### src/rtl/rep_add_mult_seq_pkg.sv
// -----------------------------------------------------------------------------
// rep_add_mult_seq_pkg
//   Shared definitions for the repeated-addition multiplier: controller state
//   encoding and a small operand-select helper.
// -----------------------------------------------------------------------------
package rep_add_mult_seq_pkg;

    // Controller states; encodings are fixed so other blocks can decode them.
    typedef enum logic [1:0] {
        S_IDLE = 2'd0,
        S_ADD  = 2'd1,
        S_DONE = 2'd2
    } state_t;

    // Decide whether operands are swapped at accept time.  A swap puts the
    // smaller operand on the loop counter.  Ties keep a as the multiplicand.
    function automatic logic swap_ops(input logic swap_en, input logic a_lt_b);
        return swap_en & a_lt_b;
    endfunction

endpackage

### src/rtl/rep_add_mult_seq_zero_det.sv
// -----------------------------------------------------------------------------
// zero_det
//   Parametrised zero detector: out is high when every bit of in is clear.
//   Ports:
//     in   [WIDTH-1:0]  value under test
//     out               1 when in == 0
// -----------------------------------------------------------------------------
module zero_det #(
    parameter int WIDTH = 16
) (
    input  logic [WIDTH-1:0] in,
    output logic             out
);

    assign out = (in == '0);

endmodule

### src/rtl/rep_add_mult_seq.sv
// -----------------------------------------------------------------------------
// rep_add_mult_seq
//   Sequential unsigned multiplier built from repeated addition.  Operands are
//   captured on start while ready; the multiplicand is then added into the
//   accumulator once per cycle, count times.  With SWAP_MIN=1 the smaller
//   operand becomes the count so the run is as short as possible.  A zero count
//   skips the add loop entirely.
//   Ports:
//     clk      rising-edge clock
//     rst      asynchronous active-high reset
//     start    request, sampled only while ready
//     a, b     WIDTH-bit operands, sampled with start
//     ready    high in IDLE
//     busy     high in ADD
//     done     one-cycle pulse, product valid
//     zero_op  captured loop count was zero (held with product)
//     product  2*WIDTH-bit result, held until the next accepted start
// -----------------------------------------------------------------------------
module rep_add_mult_seq
    import rep_add_mult_seq_pkg::*;
#(
    parameter int WIDTH    = 16,
    parameter bit SWAP_MIN = 1'b1
) (
    input  logic                 clk,
    input  logic                 rst,
    input  logic                 start,
    input  logic [WIDTH-1:0]     a,
    input  logic [WIDTH-1:0]     b,
    output logic                 ready,
    output logic                 busy,
    output logic                 done,
    output logic                 zero_op,
    output logic [2*WIDTH-1:0]   product
);

    localparam int PW = 2 * WIDTH;

    state_t               state;
    logic [PW-1:0]        acc;
    logic [PW-1:0]        mreg;
    logic [WIDTH-1:0]     cnt;

    // Operand select: count goes to the smaller operand when swapping.
    logic                 swap;
    logic [WIDTH-1:0]     m_sel;
    logic [WIDTH-1:0]     c_sel;
    logic                 c_zero;

    assign swap  = swap_ops(SWAP_MIN, (a < b));
    assign m_sel = swap ? b : a;
    assign c_sel = swap ? a : b;

    zero_det #(.WIDTH(WIDTH)) u_zd_count (
        .in  (c_sel),
        .out (c_zero)
    );

    // The last add is the one where the decremented count reaches zero.
    logic [WIDTH-1:0]     cnt_dec;
    logic                 last_add;

    assign cnt_dec = cnt - 1'b1;

    zero_det #(.WIDTH(WIDTH)) u_zd_cnt (
        .in  (cnt_dec),
        .out (last_add)
    );

    // Accumulator is 2*WIDTH wide; the product of two WIDTH-bit values fits.
    logic [PW-1:0]        sum;

    assign sum = acc + mreg;

    always_ff @(posedge clk or posedge rst) begin
        if (rst) begin
            state   <= S_IDLE;
            acc     <= '0;
            mreg    <= '0;
            cnt     <= '0;
            zero_op <= 1'b0;
            product <= '0;
        end else begin
            case (state)
                S_IDLE: begin
                    if (start) begin
                        acc  <= '0;
                        cnt  <= c_sel;
                        mreg <= {{WIDTH{1'b0}}, m_sel};
                        if (c_zero) begin
                            zero_op <= 1'b1;
                            product <= '0;
                            state   <= S_DONE;
                        end else begin
                            zero_op <= 1'b0;
                            state   <= S_ADD;
                        end
                    end
                end
                S_ADD: begin
                    acc <= sum;
                    cnt <= cnt_dec;
                    if (last_add) begin
                        product <= sum;
                        state   <= S_DONE;
                    end
                end
                S_DONE: begin
                    state <= S_IDLE;
                end
                default: begin
                    state <= S_IDLE;
                end
            endcase
        end
    end

    // Handshake outputs come straight from the state register.
    assign ready = (state == S_IDLE);
    assign busy  = (state == S_ADD);
    assign done  = (state == S_DONE);

endmodule
### config.mk
export PLATFORM = sky130hd
export DESIGN_NAME = rep_add_mult_seq
export DESIGN_NICKNAME = d
export VERILOG_FILES = /design/src/rtl/rep_add_mult_seq_pkg.sv /design/src/rtl/rep_add_mult_seq_zero_det.sv /design/src/rtl/rep_add_mult_seq.sv
export SDC_FILE = /design/constraint.sdc
export NUM_CORES = 1
export LEC_CHECK = 0
export CAP_MARGIN = 20
export CORE_ASPECT_RATIO = 1.25
export CORE_MARGIN = 4
export CORE_UTILIZATION = 39
export CTS_BUF_LIST = sky130_fd_sc_hd__clkbuf_4
export DETAILED_ROUTE_END_ITERATION = 6
export PLACE_DENSITY = 0.58
export SYNTH_ARGS = -nofsm -noshare
export SYNTH_HDL_FRONTEND = slang
export SYNTH_SLANG_ARGS = --single-unit
### constraint.sdc
create_clock -name clk -period 10.45 [get_ports clk]
set_clock_uncertainty 0.1 [all_clocks]
set_input_delay 2.09 -clock clk [delete_from_list [all_inputs] [get_ports clk]]
set_output_delay 2.09 -clock clk [all_outputs]
set_load 0.03 [all_outputs]
==> Word level (Yosys, flattened, before mapping) <==
Index checks and enable logic that the tools add are counted.
{ "word_totals": {"reg_bits": 99} }
{ "op_classes": {"addsub": 2, "order_cmp": 1, "eq_ne": 5, "mux": 15, "reduce_logical": 8} }
{ "op_table": {"columns": ["op", "n"], "rows": [
  ["32-bit two-way mux", 4],
  ["32-bit case mux with 2 select lines", 2],
  ["16-bit two-way mux", 3],
  ["32-bit by 16-bit adder with 32-bit output", 1],
  ["16-bit zero test", 2],
  ["16-bit case mux with 2 select lines", 1],
  ["16-bit < comparator", 1],
  ["16-bit by 1-bit subtractor with 16-bit output (second input constant)", 1],
  ["2-bit two-way mux", 3],
  ["2-bit AND reduction", 3],
  ["2-bit by 1-bit != test with 1-bit output (second input constant)", 2],
  ["2-bit case mux with 2 select lines", 1],
  ["4-bit AND reduction", 1],
  ["2-bit by 1-bit == test with 1-bit output (second input constant)", 1],
  ["2-bit == test (second input constant)", 1],
  ["2-bit zero test", 1],
  ["2-bit != test (second input constant)", 1],
  ["2-bit nonzero test", 1],
  ["1-bit two-way mux", 1]
]} }

==> Depth between registers and ports, before layout <==
{ "logic_depth": {"depth_word": 6, "mapped_depth": 12, "depth_no_buf": 10} }

==> Cells and area by module <==
From an unflattened synthesis, not the netlist that was laid out.
{ "unflattened": {"hier_cells": 650, "hier_area_um2": 6067.1} }
{ "modules_own_cells": {"columns": ["mod", "instances", "cells_per_inst", "area_per_inst_um2", "seq_area_each_um2"], "rows": [
  ["rep_add_mult_seq", 1, 640, 5999.5, 2477.4],
  ["zero_det", 2, 5, 33.8, 0.0]
]} }

==> Least setup slack after synthesis <==
Ideal clock, no wire load.
{ "synth_path": {"path_kind": "input port to flip-flop", "from": "in b[3]", "to": "reg cnt[5]", "setup_time_ns": 0.133, "t_arrival_ns": 4.283, "path_slack_ns": 5.934, "cell_stages": 11, "n_path_buf": 2, "path_cell_list": "inv_1 ha_1 o21a_1 a21oi_1 o31ai_1 a21oi_1 o21ai_1 clkbuf_1 buf_1 mux2i_1 o21ai_0"} }
{ "synth_between": {"elab_chain_cells": 4} }
{ "synth_lines": {"columns": ["element", "line", "source"], "rows": [
  ["start: declaration", "rep_add_mult_seq.sv:29", "input logic [WIDTH-1:0] b,"],
  ["16-bit < comparator", "rep_add_mult_seq.sv:50", "assign swap = swap_ops(SWAP_MIN, (a < b));"],
  ["16-bit two-way mux", "rep_add_mult_seq.sv:52", "assign c_sel = swap ? a : b;"],
  ["16-bit two-way mux", "rep_add_mult_seq.sv:86", "if (start) begin"],
  ["16-bit case mux with 2 select lines", "rep_add_mult_seq.sv:84", "case (state)"],
  ["end signal: assignment", "rep_add_mult_seq.sv:88", "cnt <= c_sel;"],
  ["end signal: assignment", "rep_add_mult_seq.sv:102", "cnt <= cnt_dec;"],
  ["end: declaration", "rep_add_mult_seq.sv:42", "logic [WIDTH-1:0] cnt;"]
]} }
Every way passes these cells. The select of a mux whose other input is x is not followed.
A chain may end at the register's enable or synchronous reset.

==> Worst setup path after layout <==
{ "layout_path": {"from": "in b[3]", "to": "reg product[15]"} }
{ "layout_between": {"elab_chain_cells": 5} }
{ "layout_lines": {"columns": ["element", "line", "source"], "rows": [
  ["16-bit < comparator", "rep_add_mult_seq.sv:50", null],
  ["16-bit two-way mux *", "rep_add_mult_seq.sv:52", null],
  ["16-bit zero test *", "rep_add_mult_seq_zero_det.sv:15", "assign out = (in == '0);"],
  ["2-bit by 1-bit != test with 1-bit output (no source line) *", null, null],
  ["4-bit AND reduction (no source line) *", null, null],
  ["end signal: assignment", "rep_add_mult_seq.sv:104", "product <= sum;"],
  ["end: declaration", "rep_add_mult_seq.sv:34", "output logic [2*WIDTH-1:0] product"]
]} }
Every way passes the cells marked *; elsewhere a longest branch is shown, timed or not.

==> metrics.txt <==
status=finished clean; Clock Sinks=99; worst skew pair latency=440 ps; synth top area cells=dfrtp_1 42%, ha_1 6.9%, o21ai_0 4.5%; WP data arrival=4910 ps; ratio of cells with drive above 1 in the final layout=0.04410; top cell type's share of synthesized area=0.4168; Yosys warnings=0; Synth Area per Inst=9.216 um2; Max-cap violations=0; register area=0.002477 mm2; Core Rows=50; Initial Util=0.3976; die area=0.01729 mm2; Worst EP required=10690 ps; Post-synth EDFFs=0; Die H=146.0 um; VDD IR max=0.06129 mV; I/O Pins=71; sequential area share after synthesis=0.4168; root buf cell=clkbuf_4; Slew headroom=0.3999; Post-Syn Area=0.005944 mm2; global-route wire length before repair=25360 um; Yosys cell types=62; Slowest-stage cell, CP=or4_1; Net Count, Synth=714; critical path's top delay family=compound AO/OA/AOI/OAI gates; crit-path max FO=33; Pre-Repair DR Iteration Count=5; most frequent cell after synthesis=dfrtp_1; CTS max path bufs=2; GRT overflow=0; width of the chip=118.4 um; post-CTS setup repair buffer count=0; Pwr Density=124.2 mW/mm2; CTS clk-pin slew, worst paths=140 ps; Synth area leader=dfrtp_1; minimum clock period=4667 ps; drt initial violations=265; final net count=767; Setup-failing EPs final=0; Synth top cells by count=99 x dfrtp_1, 70 x nand2_1, 54 x o21ai_0, 52 x a21oi_1, 39 x nor2_1; flip-flop and latch count after synthesis=99; Worst setup EP type=flop; RSZ-0062 raised after global routing=no; CP dominant cell by count=a21oi_1; input/output buffers=70; via count=4978; CTS tree=built; fin crit share=0.4466; CTS hold repair buffers=0; kind of critical path=in2reg; Final TNS setup=0 ps; Via-to-Cell Ratio=5.619; CTS resizes=0; number of H-tree levels=3; WL/cell=17.44 um; fraction of registers with async set or reset after synthesis=1.000; Startpoint Class=input pin; Pleak=3.081 nW; GRT Total Usage=0.1799; worst-margin pin slew=900.2 ps; fill cell count=1444; Hold Violations, Final=0; vias in the first global route=4832; Peak Freq=214.3 MHz; core area=0.01495 mm2; Post-DP HPWL=11310 um; Multi-input gate area=0.003214 mm2; Final Routed Wirelength=15460 um; Min-Delay Path Class=reg2reg; largest net degree at the start of global routing=69; final core utilization=0.4637; final antenna-violating net count=0; reg-to-reg setup timing slack=7010 ps; Final GP Congestion=0.8801; Num CTS Buffers=9; DRC=0; initial antenna violation count=1; CP Buf/Inv Count=2; Crit path largest cell delay=510 ps; crit-path cells=clkdlybuf4s50_1 > inv_1 > ha_1 > or4_1 > a21oi_1 > o31ai_1 > a21oi_1 > o21ai_4 > mux2_2 > a21o_4 > a22o_1; Syn-to-layout area delta=16.63%; Slew Limit Fails=0; Synth Flop Type=dfrtp_1; Post-Syn Instances=645
-- power by group --
group | internal, mW | switching, mW
sequential | 0.411 | 0.0371
clock | 0.0941 | 0.127
combinational | 0.0794 | 0.112
total | 0.585 | 0.276
-- final timing paths --
kind                                      from                 endpoint  cells past startpoint
min                        mreg[6]$_DFFE_PP0P_      mreg[6]$_DFFE_PP0P_                      2
min reg2reg                mreg[6]$_DFFE_PP0P_      mreg[6]$_DFFE_PP0P_                      2
min in group asynchronous                  rst      acc[25]$_DFFE_PP0P_                      2
max                                       b[3]  product[15]$_DFFE_PP0P_                     11
max reg2reg                mreg[0]$_DFFE_PP0P_  product[22]$_DFFE_PP0P_                     10
max in group asynchronous                  rst      mreg[6]$_DFFE_PP0P_                      3
-- final cells by class --
class                      instances  area share
tap                              182     0.03285
inverter                          30     0.01660
clock buffer                       9    0.009746
sequential                        99      0.3573
timing repair buffer              76      0.1076
antenna                            1   0.0003609
multi-input combinational        482      0.4636
clock inverter                     7     0.01191
-- metal layers --
| metal | vias to the layer above | GRT usage | part of all wire |
|---|---|---|---|
| met1 | 2377 | 0.2516 | 0.47 |
| met2 | 125 | 0.2850 | 0.46 |
| met5 | - | 0 | 0 |
| met3 | 17 | 0.02363 | 0.038 |
| li1 | 2459 | - | - |
| met4 | 0 | 0.06957 | 0.025 |
-- per-stage QoR --
stage | power [mW] | std cells | setup slack [ps] | hold WS (ps) | instance area (um2)
CTS | 0.8685 | 885 | 5820 | 408.8 | 6930
detailed placement | 0.6473 | 869 | 5323 | 374.0 | 6780
floorplan | 0.5812 | 645 | 5670 | 352.5 | 5944
global placement | 0.6407 | 869 | 5350 | 369.2 | 6780
global route | 0.9107 | 886 | 5692 | 434.2 | 6933
finish | 0.8608 | 886 | 5783 | 404.7 | 6933
-- layout by cell type, fill, tap and decap left out, drive strengths merged, types with 6 or more instances in the layout --
master and n:
a21o 12, a21oi 52, a22o 29, a31oi 8
and3 6, buf 6, clkbuf 9, clkdlybuf4s50 70
dfrtp 99, ha 33, inv 29, mux2i 15
nand2 71, nand2b 8, nand3 8, nor2 39
nor3 11, nor4 15, o21ai 56, o2bb2ai 8
xnor2 23, xor2 11
-- state kept, by name (all words and copies together), names as in the netlist --
signal	flops
acc	32
product	32
cnt	16
mreg	16
state	2
zero_op	1
-- tightest hold or removal path, cell delays in order (launching register included) --
cell	delay (ps)
dfrtp_1	370
nand2_1	50
o21ai_0	60
-- cells by family (layout without fill, tap and decap cells) --
kind of cell	Yosys count	after routing	share of synthesized area
AND/OR/NAND/NOR	186	186	0.1513
flip-flops	99	99	0.4168
AO/OA/AOI/OAI	212	212	0.2374
multiplexers	16	16	0.02715
adder cells (fa/ha/maj)	34	34	0.07283
other	0	1	0
buffers and inverters	64	122	0.04441
XOR/XNOR	34	34	0.05009
(Power assumes the default switching activity.)
